## src/rtl/mem_arbiter.sv

```systemverilog
// Shares one fixed-latency memory port between instruction fetch (IF) and load/store (DM).
// One access in flight at a time; simultaneous requests alternate round-robin.
//
// state  | meaning
// IDLE   | no access in flight, sampling IF_REQ/DM_REQ for a grant
// ACCESS | latched address/data on MEM_*, counting down the read latency
// DONE   | one-cycle ACK to the granted requester, then back to IDLE
module mem_arbiter #(
    parameter int LATENCY = 1,
    parameter int DATA_W  = 32
) (
    input  logic              CLK,
    input  logic              RESET,
    input  logic              IF_REQ,
    input  logic [DATA_W-1:0] IF_ADDR,
    output logic [DATA_W-1:0] IF_RDATA,
    output logic              IF_ACK,
    input  logic              DM_REQ,
    input  logic              DM_WE,
    input  logic [DATA_W-1:0] DM_ADDR,
    input  logic [DATA_W-1:0] DM_WDATA,
    output logic [DATA_W-1:0] DM_RDATA,
    output logic              DM_ACK,
    output logic [DATA_W-1:0] MEM_ADDR,
    output logic [DATA_W-1:0] MEM_WDATA,
    output logic              MEM_RW,
    input  logic [DATA_W-1:0] MEM_RDATA,
    output logic              BUSY,
    output logic [1:0]        GRANT
);

    typedef enum logic [1:0] {
        IDLE   = 2'd0,
        ACCESS = 2'd1,
        DONE   = 2'd2
    } state_t;

    localparam logic [3:0] CNT_LOAD = 4'(LATENCY - 1);

    state_t            state_q, state_d;
    logic [3:0]        cnt_q, cnt_d;
    logic [1:0]        grant_q, grant_d;
    logic [DATA_W-1:0] addr_q, addr_d;
    logic [DATA_W-1:0] wdata_q, wdata_d;
    logic              we_q, we_d;
    logic              mem_rw_q, mem_rw_d;
    logic              if_ack_q, if_ack_d;
    logic              dm_ack_q, dm_ack_d;
    logic [DATA_W-1:0] if_rdata_q, if_rdata_d;
    logic [DATA_W-1:0] dm_rdata_q, dm_rdata_d;
    logic              last_dm_q, last_dm_d;
    logic              pick_dm;

    always_comb begin
        state_d    = state_q;
        cnt_d      = cnt_q;
        grant_d    = grant_q;
        addr_d     = addr_q;
        wdata_d    = wdata_q;
        we_d       = we_q;
        mem_rw_d   = 1'b0;
        if_ack_d   = 1'b0;
        dm_ack_d   = 1'b0;
        if_rdata_d = if_rdata_q;
        dm_rdata_d = dm_rdata_q;
        last_dm_d  = last_dm_q;
        // On a tie DM wins unless DM was the last one served.
        pick_dm    = DM_REQ && (!IF_REQ || !last_dm_q);

        case (state_q)
            IDLE: begin
                if (IF_REQ || DM_REQ) begin
                    grant_d  = pick_dm ? 2'b10 : 2'b01;
                    addr_d   = pick_dm ? DM_ADDR : IF_ADDR;
                    wdata_d  = pick_dm ? DM_WDATA : '0;
                    we_d     = pick_dm && DM_WE;
                    mem_rw_d = pick_dm && DM_WE;
                    cnt_d    = CNT_LOAD;
                    state_d  = ACCESS;
                end
            end
            ACCESS: begin
                if (cnt_q == 4'd0) begin
                    if (!we_q) begin
                        if (grant_q[1]) dm_rdata_d = MEM_RDATA;
                        else            if_rdata_d = MEM_RDATA;
                    end
                    last_dm_d = grant_q[1];
                    if_ack_d  = grant_q[0];
                    dm_ack_d  = grant_q[1];
                    state_d   = DONE;
                end else begin
                    cnt_d = cnt_q - 4'd1;
                end
            end
            DONE: begin
                grant_d = 2'b00;
                state_d = IDLE;
            end
            default: begin
                grant_d = 2'b00;
                state_d = IDLE;
            end
        endcase
    end

    always_ff @(posedge CLK or posedge RESET) begin
        if (RESET) begin
            state_q    <= IDLE;
            cnt_q      <= '0;
            grant_q    <= '0;
            addr_q     <= '0;
            wdata_q    <= '0;
            we_q       <= 1'b0;
            mem_rw_q   <= 1'b0;
            if_ack_q   <= 1'b0;
            dm_ack_q   <= 1'b0;
            if_rdata_q <= '0;
            dm_rdata_q <= '0;
            last_dm_q  <= 1'b0;
        end else begin
            state_q    <= state_d;
            cnt_q      <= cnt_d;
            grant_q    <= grant_d;
            addr_q     <= addr_d;
            wdata_q    <= wdata_d;
            we_q       <= we_d;
            mem_rw_q   <= mem_rw_d;
            if_ack_q   <= if_ack_d;
            dm_ack_q   <= dm_ack_d;
            if_rdata_q <= if_rdata_d;
            dm_rdata_q <= dm_rdata_d;
            last_dm_q  <= last_dm_d;
        end
    end

    assign IF_RDATA  = if_rdata_q;
    assign IF_ACK    = if_ack_q;
    assign DM_RDATA  = dm_rdata_q;
    assign DM_ACK    = dm_ack_q;
    assign MEM_ADDR  = addr_q;
    assign MEM_WDATA = wdata_q;
    assign MEM_RW    = mem_rw_q;
    assign BUSY      = (state_q != IDLE);
    assign GRANT     = grant_q;

endmodule

```

## config.mk

```make
export PLATFORM = sky130hd
export DESIGN_NAME = mem_arbiter
export DESIGN_NICKNAME = d
export VERILOG_FILES = /design/src/rtl/mem_arbiter.sv
export SDC_FILE = /design/constraint.sdc
export NUM_CORES = 1
export LEC_CHECK = 0
export BUFFER_PORTS_ARGS = -buffer_cell sky130_fd_sc_hd__buf_2
export CAP_MARGIN = 20
export CELL_PAD_IN_SITES_DETAIL_PLACEMENT = 1
export CELL_PAD_IN_SITES_GLOBAL_PLACEMENT = 1
export CORE_ASPECT_RATIO = 0.7
export CORE_UTILIZATION = 36
export DETAILED_ROUTE_END_ITERATION = 8
export GPL_ROUTABILITY_DRIVEN = 1
export PLACE_DENSITY = 0.82
export SYNTH_ARGS = -nofsm -noshare
export SYNTH_HDL_FRONTEND = slang
export SYNTH_SLANG_ARGS = --single-unit
```

## constraint.sdc

```tcl
create_clock -name CLK -period 5.45 [get_ports CLK]
set_clock_uncertainty 0.2 [all_clocks]
set_input_delay 1.09 -clock CLK [delete_from_list [all_inputs] [get_ports CLK]]
set_output_delay 1.09 -clock CLK [all_outputs]
set_load 0.005 [all_outputs]
```

# After elaboration in Yosys (flattened, before gate mapping)
# Cells that the tools add are included.
# W data, S select, Z words.
[classes] n_reduce_logical=17 n_eq_ne=4 addsub=1 bitwise=3 n_mux=17
[op_table] operator="$mux W32" count=2
[op_table] operator="$mux W2" count=4
[op_table] operator="$mux W4" count=2
[op_table] operator="$pmux W2 S2" count=2
[op_table] operator="$pmux W4 S2" count=1
[op_table] operator="$reduce_and A2 Y1" count=4
[op_table] operator="$reduce_and A4 Y1" count=2
[op_table] operator="$mux W1" count=6
[op_table] operator="$ne A2 B2 Y1 const B" count=3
[op_table] operator="$logic_not A4 Y1" count=1
[op_table] operator="$reduce_bool A2 Y1" count=2
[op_table] operator="$sub A4 B1 Y4 const B" count=1
[op_table] operator="$not A1 Y1" count=3
[op_table] operator="$reduce_and A3 Y1" count=1
[op_table] operator="$eq A2 B1 Y1 const B" count=1
[op_table] operator="$logic_and A1 B1 Y1" count=2
[op_table] operator="$logic_not A1 Y1" count=2
[op_table] operator="$logic_not A2 Y1" count=1
[op_table] operator="$logic_or A1 B1 Y1" count=2
[totals] input_bits=133 register_bits=141 output_inout_bits=134 word_cells=54

# Longest topological paths before layout
[logic_depth] depth_word=6 depth_mapped=7 ltp_nobuf=5

# Least setup slack after synthesis
# OpenSTA, ideal clock, no wires.
[synth_path] kind="in2reg" start="in DM_REQ" end="reg addr_q[19] (netlist: MEM_ADDR[19])" path_stages=5 slack_ps=2926 required_ps=5168 setup_ps=82 path_buffers=2 arrival_time_ps=2242 cell_sequence="a21boi_0 -> clkbuf_1 -> clkbuf_1 -> nand2_1 -> a31oi_1"
[synth_between] elab_chain_cells=2 elab_cells_between_ends=4 classes_between="mux: 1; reduce/logical: 3"
[synth_lines] element="start, declared" line_no="18" rtl="input logic DM_REQ,"
[synth_lines] element="$logic_and A1 B1 Y1 / $logic_or A1 B1 Y1 (equally long branches)" line_no="68, 72"
[synth_lines] element="$mux W32 / $reduce_and A2 Y1 (equally long branches)"
[synth_lines] element="end signal, assigned" line_no="125" rtl="addr_q <= addr_d;"
[synth_lines] element="end, declared" line_no="43" rtl="logic [DATA_W-1:0] addr_q, addr_d;"
# Several ways; a longest one is shown, not always the timed one.
# A chain may end at the register's enable or synchronous reset.

# Worst setup path in the final report
[layout_path] start="reg state_q[0]" end="out BUSY"
[layout_between] elab_chain_cells=1
[layout_lines] element="start, declared" line_no="40" rtl="state_t state_q, state_d;"
[layout_lines] element="start signal, assigned" line_no="122" rtl="state_q <= state_d;"
[layout_lines] element="$reduce_bool A2 Y1" line_no="144" rtl="assign BUSY = (state_q != IDLE);"
[layout_lines] element="end, declared" line_no="28" rtl="output logic BUSY,"
# No other way between the ends.

==> metrics.yaml <==
status:
  status: "finished, final reports clean"
sta:
  fin_ws_ps: 2120
  tightest_slew_ps: 982
  slew_violations: 0
  fin_crit_sh_pct: 61.1
  slew_headroom_pct: 34.5
  grt_setup_unrepaired: "false"
  setup_tns_ps: 0
  hold_violations: 0
  finalCriticalPeriod_ps: 3330
  fin_hold_ws_ps: 288
  setup-violations-final: 0
  fmax_ghz: 0.300
pwr:
  combPwrFrac_pct: 38.5
  power_leakage_nw: 4.19
  pwr-share-seq_pct: 38.7
  switching_share_pct: 33.0
  p_int_mw: 3.17
  p_switching_mw: 1.56
  peakVddDrop_v: 0.000192
  totalPowerFinal_mw: 4.73
  powerDensity_nw_per_um2: 604
  p_clk_share_pct: 22.7
cells_and_area:
  postLayoutCellArea_um2: 7830
  drive_above_1_share_pct: 56.2
  n_fill_cell: 1695
  layout.nets: 797
  final_cells: 876
  fin_util_pct: 50.1
  n_antenna_cell: 0
  syn_to_final_growth_pct: 34.3
clocking:
  clock_path_buffers: 2
  cts_inserted_buffers: 17
  post_cts_resized: 0
  cts-hold-fix-buffers: 0
  cts_setup_buffers: 0
  clkTransAtPathRegs_ps: 60
  cts_root_buf: "clkbuf_16"
  cts_tree: "yes"
  clk_latency_ps: 410
  cts.sinks: 141
  cts_max_level: 4
routing:
  drc_errors: 0
  finalWirelength_um: 16300
  wl_per_cell_um: 18.7
  drtPass1Iterations: 7
  vias: 4383
  drt-initial-drc-count: 170
  via_per_inst: 5.00
  antenna_left: 0
worst_setup_path:
  critPathKind: "flop to primary output"
  crit_path_end_kind: "primary output"
  crit_path_start_kind: "flop"
  worstPathMaxFanout: 21
  crit_arrival_ps: 2040
  cp.required_ps: 4160
logic_synthesis:
  synth_nets: 535
  syn_area_per_cell_um2: 14.5
  ys_ff_latch: 141
  yosysWarnings: 0
  seq_area_frac_synth_pct: 60.5
  yosysTopAreaCell: "dfrtp_1"
  syn_inst: 401
  netlist_area_um2: 5830
  synth.area.top_cells: "dfrtp_1 61%, mux2_4 15%, a22o_1 4.8%"
  ys_types: 35
  synth_top_area_share_pct: 60.5
job:
  drv_cap: 0
global_route:
  grt_pass1_wl_um: 25600
  track_usage_pct: 20.0
  antenna_found_initial: 0
  grt_pass1_vias: 4642
  grt_max_degree: 110
  grt_overflow: 0
die:
  start_util_pct: 37.3
  ioPinCount: 267
  die_w_um: 154
  dieArea_um2: 16700
  die_h_um: 108
  core_um2: 15600
  rows: 38
placed_design:
  portBuffers: 266
  place_congestion: 0.799
  dpl_worst_slack_ps: 2380
  place_area_um2: 7230
  dpl.cell_count: 841
  dp_hpwl_um: 11800
min_path:
  hp-class: "flop to flop"
layer usage:
metal	track usage, %	up-vias	part of all wire, %
met1	25.3	2187	44
li1	-	1998	-
met3	6.37	15	7.3
met2	32.7	183	47
met5	0	-	0
met4	6.21	0	1.3
logic make-up (layout without fill, tap and decap cells):
kind of cell | count (synthesis) | in the layout | share of synthesized area (%)
adders and majority gates | 1 | 1 | 0.215
muxes | 68 | 68 | 16.9
and+or+nand+nor | 69 | 69 | 6.24
AOI/OAI and AO/OA | 87 | 87 | 11.9
buffers and inverters | 35 | 310 | 4.18
DFF | 141 | 141 | 60.5
layout make-up:
class | instances | area, µm² | area share (%)
clock buffer | 19 | 443 | 5.66
sequential | 141 | 3530 | 45.1
tap | 200 | 250 | 3.20
inverter | 6 | 27.5 | 0.351
clock inverter | 13 | 108 | 1.37
multi-input combinational | 225 | 2070 | 26.5
timing repair buffer | 272 | 1400 | 17.9
worst max-delay path: stages, from the launching register on:
cell and delay, ps:
dfrtp_1 420, nor2_2 550, buf_4 320, inv_1 160, buf_2 170
flip-flops by register name, indices dropped and copies added (netlist names), 2 cells and up:
signal / flops
cnt_q: 4
MEM_WDATA: 32
MEM_ADDR: 32
GRANT: 2
state_q: 2
IF_RDATA: 32
DM_RDATA: 32
cell usage in the layout, fill, tap and decap left out, drive strengths merged, types with 2 or more instances in the layout:
master,instances
buf,272
dfrtp,141
mux2,65
a22o,32
nand2,27
and3,21
a221o,20
clkbuf,19
a21oi,13
a31oi,12
inv,11
nor2,6
clkinvlp,4
clkinv,4
o22ai,3
mux2i,3
nor3,3
or2b,2
or4,2
cells in the mapped netlist, drive strengths merged:
cell type and count:
or2b 2, nor3 3, a31oi 12, and3 21, o22ai 3, or3b 1, o21bai 1, inv 6
dfrtp 141, a21boi 1, a21oi 13, a2bb2oi 1, nor2 6, buf 8, nor2b 1, mux2i 3
or2 1, ha 1, a21bo 1, nand2 27, clkbuf 21, nand2b 1, mux2 65, nor4 1
a31o 1, or3 1, and2 1, a22o 32, nor3b 1, a21o 1, o21ai 1, or4 2
a221o 20
path summary, 6_finish.rpt:
path / startpoint / to / slack [ps] / depth (start not counted)
max: state_q[0] / BUSY / 2120 / 4
min: state_q[1] / GRANT[0] / 290 / 1
max reg2reg: state_q[0] / MEM_ADDR[10] / 2620 / 6
min reg2reg: state_q[1] / GRANT[0] / 290 / 1
max in group asynchronous: RESET / DM_RDATA[17] / 3280 / 3
min in group asynchronous: RESET / IF_RDATA[7] / 680 / 2
power groups by stage:
| stage | combinational (mW) | sequential (mW) | clock, mW |
|---|---|---|---|
| 2_1_floorplan | 1.07 | 1.83 | 0 |
| 3_3_place_gp | 1.73 | 1.80 | 0 |
| 3_5_place_dp | 1.81 | 1.84 | 0 |
| 4_1_cts | 1.82 | 1.83 | 1.10 |
| 5_1_grt | 1.98 | 1.89 | 1.15 |
| 6_report | 1.82 | 1.83 | 1.07 |
Power figures use the tool's default switching activity.
